## src/rtl/time_set_sequencer.sv

```systemverilog
// Button-driven time-set sequencer: debounces mode/inc/dec, edits shadow copies of the time, commits via load_en.
// Optional auto-repeat of held inc/dec is enabled by defining TIME_SET_AUTO_REPEAT_EN.
module time_set_sequencer #(
    parameter int unsigned DEBOUNCE_CYCLES = 16,
    parameter int unsigned TIMEOUT_TICKS   = 10,
    parameter int unsigned REPEAT_DELAY    = 8
) (
    input  logic       clk,
    input  logic       rst_n,
    input  logic       tick_1hz,
    input  logic       btn_mode,
    input  logic       btn_inc,
    input  logic       btn_dec,
    input  logic [3:0] cur_hour,
    input  logic [5:0] cur_min,
    input  logic [5:0] cur_sec,
    input  logic       cur_pm,
    output logic       pause,
    output logic       load_en,
    output logic [3:0] load_hour,
    output logic [5:0] load_min,
    output logic [5:0] load_sec,
    output logic       load_pm,
    output logic [1:0] edit_field,
    output logic       blink
);

    localparam int unsigned NUM_BTN = 3;
    localparam int unsigned DB_W    = (DEBOUNCE_CYCLES > 2) ? $clog2(DEBOUNCE_CYCLES) : 1;
    localparam int unsigned TO_W    = (TIMEOUT_TICKS > 1) ? $clog2(TIMEOUT_TICKS) : 1;

    if (DEBOUNCE_CYCLES < 2 || TIMEOUT_TICKS < 1 || REPEAT_DELAY < 1) begin : g_param_check
        $error("time_set_sequencer: DEBOUNCE_CYCLES>=2, TIMEOUT_TICKS>=1, REPEAT_DELAY>=1 required");
    end

    typedef enum logic [2:0] {
        S_RUN      = 3'd0,
        S_SET_HOUR = 3'd1,
        S_SET_MIN  = 3'd2,
        S_SET_SEC  = 3'd3,
        S_COMMIT   = 3'd4
    } state_t;

    state_t state;
    state_t next_state;

    // Button conditioning: index 0 mode, 1 inc, 2 dec
    logic [NUM_BTN-1:0] btn_raw;
    logic [NUM_BTN-1:0] sync1;
    logic [NUM_BTN-1:0] sync2;
    logic [NUM_BTN-1:0] deb;
    logic [NUM_BTN-1:0] deb_prev;
    logic [DB_W-1:0]    db_cnt [NUM_BTN];
    logic [NUM_BTN-1:0] press;

    assign btn_raw = {btn_dec, btn_inc, btn_mode};

    always_ff @(posedge clk) begin
        if (!rst_n) begin
            sync1    <= '0;
            sync2    <= '0;
            deb      <= '0;
            deb_prev <= '0;
            for (int i = 0; i < NUM_BTN; i++) begin
                db_cnt[i] <= '0;
            end
        end else begin
            sync1    <= btn_raw;
            sync2    <= sync1;
            deb_prev <= deb;
            for (int i = 0; i < NUM_BTN; i++) begin
                if (sync2[i] != deb[i]) begin
                    if (db_cnt[i] == DB_W'(DEBOUNCE_CYCLES - 1)) begin
                        deb[i]    <= sync2[i];
                        db_cnt[i] <= '0;
                    end else begin
                        db_cnt[i] <= db_cnt[i] + DB_W'(1);
                    end
                end else begin
                    db_cnt[i] <= '0;
                end
            end
        end
    end

    assign press = deb & ~deb_prev;

    logic in_set;
    logic rep_inc;
    logic rep_dec;
    logic ev_inc;
    logic ev_dec;
    logic mode_hit;
    logic inc_hit;
    logic dec_hit;
    logic accepted;
    logic timeout_hit;
    logic [TO_W-1:0] to_cnt;

    assign in_set = (state == S_SET_HOUR) || (state == S_SET_MIN) || (state == S_SET_SEC);

`ifdef TIME_SET_AUTO_REPEAT_EN
    localparam int unsigned HOLD_W = (REPEAT_DELAY > 0) ? $clog2(REPEAT_DELAY + 1) : 1;

    logic [HOLD_W-1:0] hold_cnt;
    logic              held;
    logic              rep_fire;

    // Exactly one of inc/dec held inside an edit session drives the repeat timer
    assign held     = in_set && (deb[1] ^ deb[2]);
    assign rep_fire = held && tick_1hz && (hold_cnt == HOLD_W'(REPEAT_DELAY));
    assign rep_inc  = rep_fire && deb[1];
    assign rep_dec  = rep_fire && deb[2];

    always_ff @(posedge clk) begin
        if (!rst_n || !held) begin
            hold_cnt <= '0;
        end else if (tick_1hz && (hold_cnt != HOLD_W'(REPEAT_DELAY))) begin
            hold_cnt <= hold_cnt + HOLD_W'(1);
        end
    end
`else
    assign rep_inc = 1'b0;
    assign rep_dec = 1'b0;
`endif

    // Mode beats inc/dec; simultaneous inc and dec cancel each other
    assign ev_inc      = press[1] | rep_inc;
    assign ev_dec      = press[2] | rep_dec;
    assign mode_hit    = press[0];
    assign inc_hit     = !mode_hit && ev_inc && !ev_dec;
    assign dec_hit     = !mode_hit && ev_dec && !ev_inc;
    assign accepted    = mode_hit || inc_hit || dec_hit;
    assign timeout_hit = in_set && !accepted && tick_1hz &&
                         (to_cnt == TO_W'(TIMEOUT_TICKS - 1));

    always_ff @(posedge clk) begin
        if (!rst_n || !in_set || accepted || timeout_hit) begin
            to_cnt <= '0;
        end else if (tick_1hz) begin
            to_cnt <= to_cnt + TO_W'(1);
        end
    end

    // State register
    always_ff @(posedge clk) begin
        if (!rst_n) begin
            state <= S_RUN;
        end else begin
            state <= next_state;
        end
    end

    // Next-state logic
    always_comb begin
        next_state = state;
        unique case (state)
            S_RUN:      if (mode_hit) next_state = S_SET_HOUR;
            S_SET_HOUR: if (mode_hit) next_state = S_SET_MIN;
                        else if (timeout_hit) next_state = S_RUN;
            S_SET_MIN:  if (mode_hit) next_state = S_SET_SEC;
                        else if (timeout_hit) next_state = S_RUN;
            S_SET_SEC:  if (mode_hit) next_state = S_COMMIT;
                        else if (timeout_hit) next_state = S_RUN;
            S_COMMIT:   next_state = S_RUN;
            default:    next_state = S_RUN;
        endcase
    end

    logic       pause_d;
    logic       load_en_d;
    logic [1:0] edit_field_d;
    logic       blink_d;

    // Output logic: next values of the registered control outputs
    always_comb begin
        pause_d      = 1'b0;
        load_en_d    = 1'b0;
        edit_field_d = 2'd0;
        blink_d      = blink;
        unique case (next_state)
            S_SET_HOUR: begin pause_d = 1'b1; edit_field_d = 2'd1; end
            S_SET_MIN:  begin pause_d = 1'b1; edit_field_d = 2'd2; end
            S_SET_SEC:  begin pause_d = 1'b1; edit_field_d = 2'd3; end
            S_COMMIT:   begin pause_d = 1'b1; load_en_d = 1'b1; end
            default:    ;
        endcase
        if (next_state == S_RUN || next_state == S_COMMIT || state == S_RUN) begin
            blink_d = 1'b0;
        end else if (tick_1hz) begin
            blink_d = ~blink;
        end
    end

    always_ff @(posedge clk) begin
        if (!rst_n) begin
            pause      <= 1'b0;
            load_en    <= 1'b0;
            edit_field <= 2'd0;
            blink      <= 1'b0;
        end else begin
            pause      <= pause_d;
            load_en    <= load_en_d;
            edit_field <= edit_field_d;
            blink      <= blink_d;
        end
    end

    function automatic logic [5:0] inc60(input logic [5:0] v);
        return (v >= 6'd59) ? 6'd0 : v + 6'd1;
    endfunction

    function automatic logic [5:0] dec60(input logic [5:0] v);
        return (v == 6'd0) ? 6'd59 : v - 6'd1;
    endfunction

    // Shadow registers: snapshot on session entry, then edit only the active field
    always_ff @(posedge clk) begin
        if (!rst_n) begin
            load_hour <= 4'd12;
            load_min  <= 6'd0;
            load_sec  <= 6'd0;
            load_pm   <= 1'b0;
        end else if (state == S_RUN) begin
            if (mode_hit) begin
                load_hour <= cur_hour;
                load_min  <= cur_min;
                load_sec  <= cur_sec;
                load_pm   <= cur_pm;
            end
        end else begin
            unique case (state)
                S_SET_HOUR: begin
                    if (inc_hit) begin
                        load_hour <= (load_hour >= 4'd12) ? 4'd1 : load_hour + 4'd1;
                        if (load_hour == 4'd11) load_pm <= ~load_pm;
                    end else if (dec_hit) begin
                        load_hour <= (load_hour <= 4'd1) ? 4'd12 : load_hour - 4'd1;
                        if (load_hour == 4'd12) load_pm <= ~load_pm;
                    end
                end
                S_SET_MIN: begin
                    if (inc_hit)      load_min <= inc60(load_min);
                    else if (dec_hit) load_min <= dec60(load_min);
                end
                S_SET_SEC: begin
                    if (inc_hit)      load_sec <= inc60(load_sec);
                    else if (dec_hit) load_sec <= dec60(load_sec);
                end
                default: ;
            endcase
        end
    end

endmodule
```

## config.mk

```make
export PLATFORM = sky130hd
export DESIGN_NAME = time_set_sequencer
export DESIGN_NICKNAME = d
export VERILOG_FILES = /design/src/rtl/time_set_sequencer.sv
export SDC_FILE = /design/constraint.sdc
export NUM_CORES = 1
export LEC_CHECK = 0
export BUFFER_PORTS_ARGS = -buffer_cell sky130_fd_sc_hd__buf_2
export CORE_UTILIZATION = 35
export DETAILED_ROUTE_END_ITERATION = 10
export SYNTH_ARGS = -nofsm -noshare
export SYNTH_HDL_FRONTEND = slang
export SYNTH_SLANG_ARGS = --single-unit
```

## constraint.sdc

```tcl
create_clock -name clk -period 2.2 [get_ports clk]
set_input_delay 0.11 -clock clk [delete_from_list [all_inputs] [get_ports clk]]
set_output_delay 0.11 -clock clk [all_outputs]
set_load 0.005 [all_outputs]
```

# After elaboration in Yosys (flattened, before gate mapping)
# Memory sizes are Yosys's and may differ from the RTL's.
# Cells that the tools add are included.
# word_totals
register_bits	41
ramBits	12
input_bits	23
out_inout_bits	22
elab_cells	183
n_memories	1
# op_classes
n_addsub	10
order_cmp	4
eq_ne	18
muxes	80
n_bitwise	14
n_reduce_logical	40
# memory_table
memory	words	word_bits	rd	rd_ports_with_merged_regs	write_ports	line	text
db_cnt	3	4	3	0	3	53	logic [DB_W-1:0] db_cnt [NUM_BTN];
# ops
op	n
two-way mux 6 bit	14
two-way mux 4 bit	16
two-way mux 1 bit	43
== test 4 bit (second input constant)	6
adder 4 x 1 -> 4 bit (second input constant)	5
two-way mux 3 bit	5
adder 6 x 1 -> 6 bit (second input constant)	2
== test 3 x 2 -> 1 bit (second input constant)	4
greater-or-equal comparator 6 bit (second input constant)	2
logical NOT 6 bit	2
one-hot mux 3 bit (4 select lines)	1
subtractor 6 x 1 -> 6 bit (second input constant)	2
logical OR 1 bit	9
OR 1 bit	9
AND reduction 3 bit	3
logical AND 1 bit	7
== test 3 x 1 -> 1 bit (second input constant)	2
logical NOT 1 bit	6
logical NOT 3 bit	2
one-hot mux 2 bit (3 select lines)	1
AND reduction 2 bit	3
nonzero test 2 bit	3
nonzero test 3 bit	2
AND reduction 5 bit	1
other kinds (12)	16

# Depth between registers and ports, before layout
# Gate-level depths: netlist of run 1.
# depth
word_depth	18
mapped_depth	7
depth_no_buf	7

# Least setup slack after synthesis of run 1
# OpenSTA, ideal clock, no wires.
# synth_timing
kind	reg-to-reg
startpoint	register load_min[0]
endpoint	register load_min[4]
setup_ps	119
arrival_ps	1488
t_required_ps	2081
setup_slack_ps	593
path_stages_with_launch	8
n_path_buf	0
synth_period_minus_slack_ps	1607
cell_sequence	dfxtp_1 -> inv_1 -> ha_1 -> nor2b_1 -> o21a_1 -> o211ai_1 -> a21oi_1 -> o221a_2
# synth_via
elab_chain_cells	6
elab_cells_between_ends	10
# synth_rtl
element	line	text
start, declared	21	output logic [5:0] load_min,
start signal, assigned	227	load_min <= cur_min;
start signal, assigned	243	if (inc_hit) load_min <= inc60(load_min);
start signal, assigned	244	else if (dec_hit) load_min <= dec60(load_min);
subtractor 6 x 1 -> 6 bit or logical NOT 6 bit (tied branches)	214	return (v == 6'd0) ? 6'd59 : v - 6'd1;
two-way mux 6 bit	214	
two-way mux 6 bit	244	
two-way mux 6 bit (*)	243	
two-way mux 6 bit (*)	232	unique case (state)
two-way mux 6 bit (*)	224	end else if (state == S_RUN) begin
# Mark *: on every way between the ends. The rest lies on a longest branch, timed or not. The select of a mux whose other input is x is not followed.
# A chain may end at the register's enable or synchronous reset.

# Final worst setup path of run 1
# layout_timing
startpoint	register deb[0]
endpoint	register load_min[4]
# layout_via
elab_chain_cells	7
elab_cells_between_ends	12
# layout_rtl
element	line	text
start, declared	51	logic [NUM_BTN-1:0] deb;
start signal, assigned by index	74	deb[i] <= sync2[i];
bitwise AND 3 bit (*)	86	assign press = deb & ~deb_prev;
logical NOT 1 bit	131, 132	
logical AND 1 bit (2 in a row)	131	assign inc_hit = !mode_hit && ev_inc && !ev_dec;
two-way mux 6 bit	243	
two-way mux 6 bit	232	
two-way mux 6 bit	224	
# Marks and branches as above.

==> reports/results.tsv, run 1 <==
metric	value	unit
io_pins	45	
place_area	3550	sq um
slew_headroom	66.0	%
yosysWarnings	0	
cts.repair.resized	0	
power.density	469	nW/um^2
layout-drive-gt1-share	19.2	%
clk_latency	0.31	ns
setup_slack	0.373	ns
failed_checks	design-rule violations	
tns	0	ns
post-route-drc-count	5	
grt_antenna_before_repair	0	
pre_cts_ws	0.393	ns
diodes	0	
grt_pass1_wl	12400	microns
dieArea	9640	sq um
wl	7550	microns
grt_setup_unrepaired	no	
chipWidth	98.2	microns
place_congestion	0.810	
hold_path.class	in2reg	
ys_seq_area_share	36.5	%
ys_seq_elements	53	
avgSynthCellArea	8.76	sq um
hpwl	5480	microns
grt_max_degree	21	
async_reset_ff_share	0	%
cts_buffers	5	
via_per_inst	5.35	
r2r.worst_path.cells	6	
cp-end-kind	flip-flop	
clockRootBuffer	clkbuf_8	
critical_path_peak_fanout	15	
synth_edf_count	12	
h-tree-depth	2	
via_count	2811	
port-buffer-count	44	
crit_type	reg2reg	
post-route-period-util	83.0	%
cts.path.max_buffers	2	
cts_sinks	53	
hold_depth	2	
synth_ff_type	dfxtp_1	
syn_to_final_growth	13.2	%
final_area	3670	sq um
synth_cell_type_count	72	
grt_pass1_vias	2595	
dieHeight	98.2	microns
final_hold_viol_count	0	
drt.antenna.violating_nets	0	
outcome	finished with violations	
cp_data_required_time	2.46	ns
whs	0.00867	ns
worstPathArrival	2.09	ns
max-vdd-ir-drop	0.256	mV
fin_worst_skew	0.00857	ns
worst_pin_slew	0.509	ns
postCtsSetupBuffers	0	
num-nets-final	453	
drv_cap	0	
postCtsHoldBufs	2	
setup.worst_path.start_class	flip-flop	
setup_viol_count_final	0	
report.final.slew_viol_count	0	
synth_area	3240	sq um
fin_crit	1.83	ns
coreArea	8850	sq um
grt_overflow_total	0	
cts.reportedPaths.clkPinSlew	0.11	ns
wl_per_cell	14.4	microns
grtUsageTotal	16.1	%
first_iter_violations	111	
start_util	36.6	%
firstDrtPassIters	7	
clock.fmax	547	MHz
rows	34	
syn_inst	370	
cts_tree	done	
leakage	1.51	nW
==> layout make-up <==
type	count	area, sq um
timing repair buffer	50	270
clock inverter	2	17.5
fill	909	5180
sequential	53	1180
multi-input combinational	292	1930
inverter	14	52.6
clock buffer	6	82.6
tap	108	135
==> power breakdown <==
part | switching, mW | total [mW] | internal (mW)
Combinational | 0.0489 | 0.0880 | 0.0391
Sequential | 0.0106 | 1.02 | 1.01
Clock | 0.350 | 0.612 | 0.262
Total | 0.409 | 1.72 | 1.31
==> synthesized netlist by cell type, types with 10 or more instances <==
| cell | number | share of area (%) |
|---|---|---|
| dfxtp_1 | 41 | 25 |
| nor2_1 | 37 | 4.3 |
| nand3_1 | 22 | 3.4 |
| nand2_1 | 21 | 2.4 |
| a21oi_1 | 20 | 3.1 |
| o21ai_0 | 17 | 2.6 |
| xor2_1 | 16 | 4.3 |
| ha_1 | 14 | 5.4 |
| inv_1 | 14 | 1.6 |
| edfxtp_1 | 12 | 11 |
| a31oi_1 | 11 | 2.1 |
| and2_1 | 11 | 2.1 |
| nor3_1 | 11 | 1.7 |
| clkbuf_1 | 10 | 1.2 |
==> logic make-up (layout without fill, tap and decap cells) <==
| group | after synthesis | after routing | synth area share [%] |
|---|---|---|---|
| AOI/OAI and AO/OA | 92 | 92 | 20.2 |
| xor gates and xnor gates | 23 | 23 | 6.80 |
| adders and majority gates | 14 | 14 | 5.41 |
| buffers and inverters | 36 | 72 | 5.29 |
| DFF | 53 | 53 | 36.5 |
| muxes | 3 | 3 | 0.927 |
| other | 1 | 12 | 0.116 |
| and+or+nand+nor | 148 | 148 | 24.8 |
==> critical path, stage by stage, from the launching register on <==
cell      delay (ns)
dfxtp_1         0.36
nand2b_2        0.26
nand3_1         0.31
buf_4           0.27
nor4_1          0.26
nand3b_1        0.14
o221a_2         0.18
==> state kept, by name, summed over array words and instances, names as in the netlist <==
register,count
load_pm,1
sync1,3
pause,1
edit_field,2
sync2,3
load_sec,6
load_hour,4
load_en,1
state,3
to_cnt,4
load_min,6
db_cnt,12
deb,3
deb_prev,3
blink,1
==> stage by stage <==
stage	power [mW]	utilization, %	cells
final	1.72	41.4	525
after global placement	1.13	40.1	515
after floorplan	1.09	-	381
after global routing	1.79	41.4	525
after CTS	1.74	41.4	525
after detailed placement	1.13	40.1	515
==> placed cells by master, fill, tap and decap left out, drive strengths merged, types with 11 or more instances in the layout <==
cell type / Yosys / final
ha: 14 / 14
nor2: 38 / 38
inv: 14 / 15
nand2: 22 / 22
nand3: 22 / 22
conb: 1 / 12
buf: 12 / 48
o21ai: 21 / 21
xor2: 17 / 17
a31oi: 11 / 11
and2: 12 / 12
dfxtp: 41 / 41
edfxtp: 12 / 12
a21oi: 20 / 20
nor3: 13 / 13
==> layer usage <==
metal | vias up | wire length (microns) | global-route usage [%]
li1 | 1415 | - | -
met1 | 1334 | 3780 | 22.5
met2 | 56 | 3420 | 25.8
met3 | 6 | 278 | 2.86
met4 | 0 | 80 | 3.90
met5 | - | 0 | 0
==> worst paths after layout <==
| check | start | endpoint | slack [ns] |
|---|---|---|---|
| hold / removal | btn_dec | sync1[2] | 0.009 |
| hold reg to reg | sync1[2] | sync2[2] | 0.44 |
| setup reg to reg | deb[0] | load_min[4] | 0.37 |
| setup / recovery | deb[0] | load_min[4] | 0.37 |
No activity file was read; power rests on OpenSTA's default activity.
==> run 2, diff against run 1 <==
--- a/config.mk
+++ b/config.mk
@@ -5,6 +5,7 @@
 export SDC_FILE = /design/constraint.sdc
 export NUM_CORES = 1
 export LEC_CHECK = 0
+export ABC_AREA = 1
 export BUFFER_PORTS_ARGS = -buffer_cell sky130_fd_sc_hd__buf_2
 export CORE_UTILIZATION = 35
 export DETAILED_ROUTE_END_ITERATION = 10
==> constraint.sdc (replaced) <==
create_clock -name clk -period 1.9 [get_ports clk]
set_input_delay 0.095 -clock clk [delete_from_list [all_inputs] [get_ports clk]]
set_output_delay 0.095 -clock clk [all_outputs]
set_load 0.005 [all_outputs]
==> run 2 against run 1 <==
The flow now finishes without violations. Sequential cell count is the same. Global-route usage shrank 0.74 points. Clock-buffer cell count is the same. Power grew 24%. Clock skew shrank 0.0045 ns. Cell count grew 14%. Largest cell class unchanged. Highest routed layer unchanged.
==> reports/results.tsv, run 2 <==
metric	value	unit
leakage	1.77	nW
grt_overflow_total	0	
yosysWarnings	0	
cts_sinks	53	
avgSynthCellArea	7.22	sq um
syn_to_final_growth	16.5	%
cp_data_required_time	2.12	ns
tns	0	ns
via_per_inst	4.78	
postCtsSetupBuffers	0	
layout-drive-gt1-share	17.6	%
via_count	2871	
place_congestion	0.878	
num-nets-final	529	
post-route-period-util	86.9	%
pre_cts_ws	0.278	ns
grt_pass1_vias	2521	
fin_crit	1.65	ns
reg_top3	db_cnt: 12 flops, load_min: 6 flops, load_sec: 6 flops	
drv_cap	0	
final_area	3630	sq um
clk_latency	0.31	ns
grt_pass1_wl	11000	microns
grt_max_degree	18	
yosysTopAreaCell	dfxtp_1	
clkPwrFrac	37.4	%
hold_depth	3	
synth_area	3120	sq um
first_iter_violations	72	
diodes	0	
wl_per_cell	11.5	microns
largest_reg_flops	12	
chipWidth	96.4	microns
cts_buffers	5	
p_int	1.63	mW
io_pins	45	
crit_type	reg2reg	
finalPower	2.13	mW
cp-end-kind	flip-flop	
p_seq_share	56.0	%
clock.fmax	606	MHz
post-synth-top-count-cell	nand2_1	
switching_share	23.3	%
drt.antenna.violating_nets	0	
synthTopCellsByArea	dfxtp_1 (26%), nand2_1 (12%), edfxtp_1 (12%)	
setup_slack	0.249	ns
hpwl	5180	microns
cts.reportedPaths.clkPinSlew	0.10	ns
port-buffer-count	44	
max-vdd-ir-drop	0.375	mV
async_reset_ff_share	0	%
fillers	914	
synth_top_cells_by_count	nand2_1 (100), nor2_1 (51), inv_1 (48)	
dieHeight	96.4	microns
final_cell_mix	nand2_1 (100), nor2_1 (51), inv_1 (48)	
firstDrtPassIters	4	
critical_path_peak_fanout	7	
syn_inst	432	
combPwrFrac	6.6	%
synth_edf_count	12	
outcome	finished clean	
cts_tree	done	
r2r.worst_path.cells	9	
report.final.slew_viol_count	0	
top_register	db_cnt	
cts.path.max_buffers	2	
synth_cell_type_count	34	
final_hold_viol_count	0	
ys_seq_elements	53	
coreArea	8680	sq um
yosysTopAreaCellShare	26.3	%
grtUsageTotal	15.4	%
grt_setup_unrepaired	no	
wl	6890	microns
hold_path.class	in2reg	
clockRootBuffer	clkbuf_8	
setup_viol_count_final	0	
place_area	3490	sq um
rows	34	
p_switching	497	uW
synth_ff_type	dfxtp_1	
start_util	35.9	%
post-route-drc-count	0	
grt_antenna_before_repair	0	
mostFrequentLayoutCell	nand2_1	
dieArea	9290	sq um
worstPathArrival	1.87	ns
power.density	587	nW/um^2
setup.worst_path.start_class	flip-flop	
fin_worst_skew	0.00408	ns
h-tree-depth	2	
ys_seq_area_share	37.9	%
run 2: critical path, cell delays in order, from the launching register on:
cell and delay [ns]:
dfxtp_1 0.45, inv_1 0.10, ha_1 0.24, or2_2 0.29
o21ai_0 0.13, o21ai_0 0.09, nand2_1 0.06, o211ai_1 0.08
nand2_1 0.07, nand2_1 0.04
run 2: cell families (layout without fill, tap and decap cells):
group | Yosys count | in the layout | share of synthesized area, %
AND/OR/NAND/NOR | 220 | 220 | 32.0
buffers and inverters | 65 | 115 | 8.51
XOR/XNOR | 17 | 17 | 4.78
AO/OA/AOI/OAI | 62 | 62 | 11.1
adder cells (fa/ha/maj) | 14 | 14 | 5.62
other | 1 | 12 | 0.120
flip-flops | 53 | 53 | 37.9
run 2: final timing paths:
check | startpoint | end | slack (ns)
setup / recovery | load_hour[0] | load_hour[3] | 0.25
hold / removal | cur_min[0] | load_min[0] | 0.06
setup reg to reg | load_hour[0] | load_hour[3] | 0.25
hold reg to reg | sync1[1] | sync2[1] | 0.42
run 2: stage by stage:
stage                     std cells  hold slack [ns]  utilization [%]
final                           601           0.0583             41.8
after global routing            601           0.0640             41.8
after CTS                       601           0.0472             41.8
after detailed placement        590            0.284             40.2
after global placement          590            0.274             40.2
after floorplan                 443            0.193                -
run 2: metal layers:
layer	routed length [microns]	share of wire, %	track usage (%)	vias up
met3	339	4.9	2.66	7
met1	3310	48	19.2	1311
met2	3170	46	27.2	60
met5	0	0	0	-
li1	-	-	-	1493
met4	70	1.0	4.04	0
run 2: final cells by class:
class | count | area (sq um) | area share, %
Clock buffer | 6 | 72.6 | 2.00
Sequential cell | 53 | 1180 | 32.5
Inverter | 56 | 210 | 5.79
Multi-Input combinational cell | 325 | 1710 | 47.2
Tap cell | 108 | 135 | 3.72
Clock inverter | 2 | 38.8 | 1.07
Timing Repair Buffer | 51 | 280 | 7.72
run 2: timing repair:
item,in CTS,in global routing
endpoints found under the hold margin,3,0
endpoints found under the setup margin,0,0
gates resized for setup,0,0
hold buffers,3,0
run 2: power by group through the flow:
stage	registers, mW	logic (mW)	clock network, mW
floorplan	1.21	0.0886	0
global placement	1.22	0.134	0
detailed placement	1.22	0.135	0
CTS	1.19	0.141	0.819
global route	1.20	0.163	0.851
finish	1.19	0.141	0.797
